--- src/rtl/prco_decoder_pipe.sv ---
// ============================================================================
// Module  : prco_decoder_pipe
// Purpose : Pipelined instruction decoder with a 2-entry (output + skid) buffer
// Revision: 1.0 - initial release
// ============================================================================
`default_nettype none

module prco_decoder_pipe #(
  parameter int INSTR_W = 16,
  parameter int OP_W    = 5,
  parameter int SEL_W   = 3,
  parameter int IMM_W   = 8,
  parameter int DATA_W  = 16,
  parameter int CNT_W   = 16
) (
  input  logic              i_clk,
  input  logic              i_reset,
  input  logic              i_en,
  input  logic              i_flush,
  input  logic              i_valid,
  output logic              q_ready,
  input  logic [INSTR_W-1:0] i_instr,
  output logic              q_valid,
  input  logic              i_ready,
  output logic [OP_W-1:0]   q_op,
  output logic [SEL_W-1:0]  q_seld,
  output logic [SEL_W-1:0]  q_sela,
  output logic [SEL_W-1:0]  q_selb,
  output logic [DATA_W-1:0] q_imm,
  output logic [DATA_W-1:0] q_imm_sx,
  output logic              q_reg_we,
  output logic              q_mem_we,
  output logic              q_branch,
  output logic              q_illegal,
  output logic [CNT_W-1:0]  q_count
);

  localparam logic [OP_W-1:0] C_OP_NOP  = OP_W'(0);
  localparam logic [OP_W-1:0] C_OP_MOV  = OP_W'(1);
  localparam logic [OP_W-1:0] C_OP_MOVI = OP_W'(2);
  localparam logic [OP_W-1:0] C_OP_ADD  = OP_W'(3);
  localparam logic [OP_W-1:0] C_OP_SUB  = OP_W'(4);
  localparam logic [OP_W-1:0] C_OP_AND  = OP_W'(5);
  localparam logic [OP_W-1:0] C_OP_OR   = OP_W'(6);
  localparam logic [OP_W-1:0] C_OP_XOR  = OP_W'(7);
  localparam logic [OP_W-1:0] C_OP_NOT  = OP_W'(8);
  localparam logic [OP_W-1:0] C_OP_SHL  = OP_W'(9);
  localparam logic [OP_W-1:0] C_OP_SHR  = OP_W'(10);
  localparam logic [OP_W-1:0] C_OP_CMP  = OP_W'(11);
  localparam logic [OP_W-1:0] C_OP_SW   = OP_W'(12);
  localparam logic [OP_W-1:0] C_OP_JMP  = OP_W'(13);
  localparam logic [OP_W-1:0] C_OP_JMPC = OP_W'(14);

  typedef struct packed {
    logic [OP_W-1:0]  op;
    logic [SEL_W-1:0] seld;
    logic [SEL_W-1:0] sela;
    logic [SEL_W-1:0] selb;
    logic [IMM_W-1:0] imm;
    logic             reg_we;
    logic             mem_we;
    logic             branch;
    logic             illegal;
  } entry_t;

  entry_t           dec_d;
  entry_t           out_q, out_d, skid_q, skid_d;
  logic             out_valid_q, out_valid_d;
  logic             skid_valid_q, skid_valid_d;
  logic [CNT_W-1:0] count_q, count_d;
  logic             accept, deliver, flush;

  always_comb begin
    dec_d         = '0;
    dec_d.op      = i_instr[INSTR_W-1 -: OP_W];
    dec_d.seld    = i_instr[INSTR_W-OP_W-1 -: SEL_W];
    dec_d.sela    = i_instr[INSTR_W-OP_W-SEL_W-1 -: SEL_W];
    dec_d.selb    = i_instr[INSTR_W-OP_W-2*SEL_W-1 -: SEL_W];
    dec_d.imm     = i_instr[IMM_W-1:0];
    case (dec_d.op)
      C_OP_NOP, C_OP_CMP: ;
      C_OP_MOV, C_OP_MOVI, C_OP_ADD, C_OP_SUB, C_OP_AND, C_OP_OR,
      C_OP_XOR, C_OP_NOT, C_OP_SHL, C_OP_SHR: dec_d.reg_we = 1'b1;
      C_OP_SW:             dec_d.mem_we  = 1'b1;
      C_OP_JMP, C_OP_JMPC: dec_d.branch  = 1'b1;
      default:             dec_d.illegal = 1'b1;
    endcase
  end

  // q_ready is ~skid_valid_q, so an accept can never coincide with a full skid.
  assign accept  = i_en & i_valid & q_ready & ~i_flush;
  assign deliver = i_en & out_valid_q & i_ready;
  assign flush   = i_en & i_flush;

  always_comb begin
    out_d        = out_q;
    out_valid_d  = out_valid_q;
    skid_d       = skid_q;
    skid_valid_d = skid_valid_q;
    count_d      = deliver ? count_q + CNT_W'(1) : count_q;
    if (flush) begin
      out_valid_d  = 1'b0;
      skid_valid_d = 1'b0;
    end else if (!out_valid_q || deliver) begin
      if (skid_valid_q) begin
        out_d        = skid_q;
        out_valid_d  = 1'b1;
        skid_valid_d = 1'b0;
      end else if (accept) begin
        out_d       = dec_d;
        out_valid_d = 1'b1;
      end else begin
        out_valid_d = 1'b0;
      end
    end else if (accept) begin
      skid_d       = dec_d;
      skid_valid_d = 1'b1;
    end
  end

  always_ff @(posedge i_clk) begin
    if (i_reset) begin
      out_q        <= '0;
      out_valid_q  <= 1'b0;
      skid_q       <= '0;
      skid_valid_q <= 1'b0;
      count_q      <= '0;
    end else begin
      out_q        <= out_d;
      out_valid_q  <= out_valid_d;
      skid_q       <= skid_d;
      skid_valid_q <= skid_valid_d;
      count_q      <= count_d;
    end
  end

  always_comb begin
    q_imm_sx              = {DATA_W{out_q.imm[IMM_W-1]}};
    q_imm_sx[IMM_W-1:0]   = out_q.imm;
  end

  assign q_ready   = ~skid_valid_q;
  assign q_valid   = out_valid_q;
  assign q_op      = out_q.op;
  assign q_seld    = out_q.seld;
  assign q_sela    = out_q.sela;
  assign q_selb    = out_q.selb;
  assign q_imm     = DATA_W'(out_q.imm);
  assign q_reg_we  = out_valid_q & out_q.reg_we;
  assign q_mem_we  = out_valid_q & out_q.mem_we;
  assign q_branch  = out_valid_q & out_q.branch;
  assign q_illegal = out_valid_q & out_q.illegal;
  assign q_count   = count_q;

endmodule

`default_nettype wire

--- config.mk ---
export PLATFORM = sky130hd
export DESIGN_NAME = prco_decoder_pipe
export DESIGN_NICKNAME = d
export VERILOG_FILES = /design/src/rtl/prco_decoder_pipe.sv
export SDC_FILE = /design/constraint.sdc
export NUM_CORES = 1
export LEC_CHECK = 0
export BUFFER_PORTS_ARGS = -buffer_cell sky130_fd_sc_hd__buf_2
export CAP_MARGIN = 5
export CORE_MARGIN = 3
export CORE_UTILIZATION = 53
export CTS_BUF_LIST = sky130_fd_sc_hd__clkbuf_4
export CTS_CLUSTER_DIAMETER = 30
export DETAILED_ROUTE_END_ITERATION = 16
export PLACE_DENSITY = 0.83
export SYNTH_ARGS = -nofsm -noshare
export SYNTH_HDL_FRONTEND = slang
export SYNTH_SLANG_ARGS = --single-unit
export TNS_END_PERCENT = 20
--- constraint.sdc ---
create_clock -name i_clk -period 2.3 [get_ports i_clk]
set_input_delay 0.69 -clock i_clk [delete_from_list [all_inputs] [get_ports i_clk]]
set_output_delay 0.69 -clock i_clk [all_outputs]
set_load 0.02 [all_outputs]
# Word-level counts from Yosys, hierarchy flattened
# Cells that the tools add are included.
[totals]
out_inout_bits = 68
regBits = 70
[classes]
n_bitwise = 14
n_reduce_logical = 11
n_addsub = 1
n_mux = 8
n_eq_ne = 14
[ops]
columns = ["cell", "count"]
rows = [
  ["$mux 26", 2],
  ["$eq 5x4->1 const B", 7],
  ["$eq 5x3->1 const B", 4],
  ["$add 16x1->16 const B", 1],
  ["$reduce_or 15->1", 1],
  ["$and 1x1->1", 10],
  ["$eq 5x2->1 const B", 2],
  ["$reduce_or 10->1", 1],
  ["$mux 1", 6],
  ["$reduce_and 3->1", 2],
  ["$eq 5x1->1 const B", 1],
  ["$logic_not 5->1", 1],
  ["$not 1->1", 4],
  ["$reduce_or 2->1", 2],
  ["$reduce_or 3->1", 1],
  ["$reduce_bool 2->1", 1],
  ["$logic_not 1->1", 1],
  ["$logic_or 1x1->1", 1],
]

# Logic depth before layout (Yosys ltp)
[logic_depth]
depth_word = 5
ltp_mapped = 6

# Worst setup path after synthesis
# No wires, ideal clock.
[synth_timing]
path_type = "in2reg"
start = "input i_en"
end = "register count_q[15], in the netlist q_count[15]"
t_arrival_ns = 1.993
path_stages = 6
setup_time_ns = 0.071
required_time_ns = 2.229
path_buffers = 2
setup_slack_ns = 0.236
cell_sequence = "buf_6 nand3_4 or4_1 buf_2 or3_1 a21oi_1"
[synth_via]
elab_chain_len = 2
[synth_rtl]
columns = ["element", "line", "rtl"]
rows = [
  ["start: declaration", "18", "input logic i_en,"],
  ["$and 1x1->1 (2 in a row)", "92", "assign deliver = i_en & out_valid_q & i_ready;"],
  ["end signal: assignment", "133", "count_q <= count_d;"],
  ["end: declaration", "70", "logic [CNT_W-1:0] count_q, count_d;"],
]
# No other way between the ends.
# A chain may end at the register's enable or synchronous reset.

# Worst setup path in the final report
[layout_timing]
start = "register out_valid_q, in the netlist q_valid"
end = "output q_branch"
[layout_via]
elab_chain_len = 1
[layout_rtl]
columns = ["element", "line", "rtl"]
rows = [
  ["start: declaration", "68", "logic out_valid_q, out_valid_d;"],
  ["start signal: assignment", "130", "out_valid_q <= out_valid_d;"],
  ["$and 1x1->1", "151", "assign q_branch = out_valid_q & out_q.branch;"],
  ["end: declaration", "33", "output logic q_branch,"],
]
# No other way between the ends.

==> flow_metrics.tcl <==
set metrics [dict create \
    hold_path.startpoint "skid_q[1]" \
    cts.htree.levels 3 \
    dr.pass1.iters 4 \
    grt_max_degree 40 \
    rsz0062_at_grt "false" \
    layout-drive-gt1-share_pct 29.4 \
    cts_tree "built" \
    synth_flop_cell "dfxtp_1" \
    synth_cell_type_count 36 \
    clk_latency_ps 390 \
    port_buffers 81 \
    slew_viol_final 0 \
    clockRootBuffer "clkbuf_4" \
    clk_path_buf_depth 2 \
    finalSetupViolCount 0 \
    initial_core_util_pct 55.3 \
    critPathLaunch "q_valid" \
    cts_resized 0 \
    io_pins 90 \
    dpl-instance-area_um2 3020 \
    path_class "register to primary output" \
    hold_class "register to register" \
    run_status "finished clean" \
    synthTopCellsByArea "dfxtp_1 (41%), mux2i_1 (13%), buf_4 (12%)" \
    totalWireLength_mm 5.48 \
    synth_area_um2 2840 \
    total_power_mw 2.01 \
    synth.avg_cell_area_um2 8.96 \
    netlist_instances 317 \
    fillerInstances 482 \
    layout_min_cycle_time_ps 2020 \
    hpwl_mm 3.90 \
    wl_per_cell_um 12.7 \
    placementRows 26 \
    post-route-period-util_pct 88.0 \
    fmaxAchievable_ghz 0.494 \
    holdWs_ps 459 \
    arrival_ps 1330 \
    skew_ps 17.6 \
    drt_iter0_markers 99 \
    grt_pass1_vias 2014 \
    p_leak_nw 1.43 \
    r2r-start "q_valid" \
    nNetsFinal 379 \
    viasPerCell 5.12 \
    clk_pin_slew_ps 80 \
    grt_pass1_wl_mm 8.89 \
    crit_path_start_kind "register" \
    cts_buffers 9 \
    die_w_um 79.2 \
    antenna_left 0 \
    yosysTopAreaCellShare_pct 40.9 \
    yosysSeqAreaShare_pct 40.9 \
    cts_setup_buffers 0 \
    synth_edf_count 0 \
    num_vias 2205 \
    hold_buffers 0 \
    utilization_pct 61.1 \
    hold_violations 0 \
    ys_seq_elements 58 \
    setup_tns_ps 0 \
    area_delta_synth_final_pct 10.7 \
    final_cell_mix "buf_2 (81), dfxtp_1 (58), nor2_1 (47), mux2i_1 (36), a211oi_1 (19)" \
    grt_overflow 0 \
    n_antenna_cell 0 \
    track_usage_pct 18.0 \
    p_per_area_nw_per_um2 639 \
    final_common_cell "buf_2" \
    yosys_warnings 0 \
    gp_congestion 0.829 \
    crit_path_end_kind "primary output" \
    cap_viol_max_count 0 \
    antenna_found_initial 0 \
    async_reset_ff_share_pct 0 \
    worst-path-max-fanout 10 \
    cts_sinks 58 \
    dieHeight_um 79.2 \
    coreArea_um2 5140 \
    design_area_um2 3140 \
    worstPathRequired_ps 1610 \
    drc 0 \
    synth_top_area_cell "dfxtp_1" \
    die_area_um2 6270 \
    peakVddDrop_uv 297 \
]
-- Yosys cell counts (all sizes together) (6+ instances only) --
master  number
a211oi      19
a21oi       13
buf         54
clkbuf      13
dfxtp       58
mux2i       36
nand2        8
nand3        7
nor2        47
o21ai        9
or3          8
xnor2        6
-- worst max-delay path, stage by stage (launching register included) --
cell and delay, ps:
dfxtp_1 580, and2_1 220, buf_2 170
-- through the flow --
stage,std cells,setup slack (ps)
2_1_floorplan,324,236
3_3_place_gp,415,174
3_5_place_dp,415,130
4_1_cts,431,242
5_1_grt,431,159
6_report,431,277
-- kinds of logic after synthesis --
kind of cell,after synthesis,share of synthesized area (%)
compound gates,48,10.9
xor+xnor,8,2.47
fa+ha+maj,1,0.440
buf+inv,71,16.0
flops,58,40.9
mux,36,12.7
other cells,1,0.132
simple gates,94,16.5
-- sequential cells by signal (all words and copies together), names as in the netlist --
name          cells
q_selb            2
out_q             4
q_valid           1
q_count          16
skid_q           20
q_sela            3
q_op              5
q_imm             3
skid_valid_q      1
q_seld            3
-- layer usage --
layer | global-route usage [%] | part of all wire [%] | up-vias
met2 | 29.3 | 47 | 55
met3 | 2.72 | 4.7 | 11
li1 | - | - | 1126
met4 | 10.8 | 2.2 | 0
met1 | 22.4 | 46 | 1013
met5 | 0 | 0 | -
-- path summary, 6_finish.rpt --
path	slack (ps)	endpoint	cells after the start
setup reg to reg	390	q_count[14]	4
setup / recovery	280	q_branch	2
hold / removal	460	skid_q[1]	2
hold reg to reg	460	skid_q[1]	2
-- layout make-up --
type	count	area, um^2	area share (%)
sequential	58	1160	36.9
tap	70	87.6	2.79
clock buffer	11	82.6	2.63
multi-input combinational	195	1270	40.4
clock inverter	5	45.0	1.43
timing repair buffer	88	483	15.4
inverter	4	15.0	0.478
-- where the power goes --
group	leakage (nW)	total (mW)	switching, mW	internal [mW]
sequential	0.470	1.05	0.0203	1.03
combinational	0.891	0.265	0.172	0.0929
clock	0.0710	0.693	0.350	0.343
(Power assumes the default switching activity.)
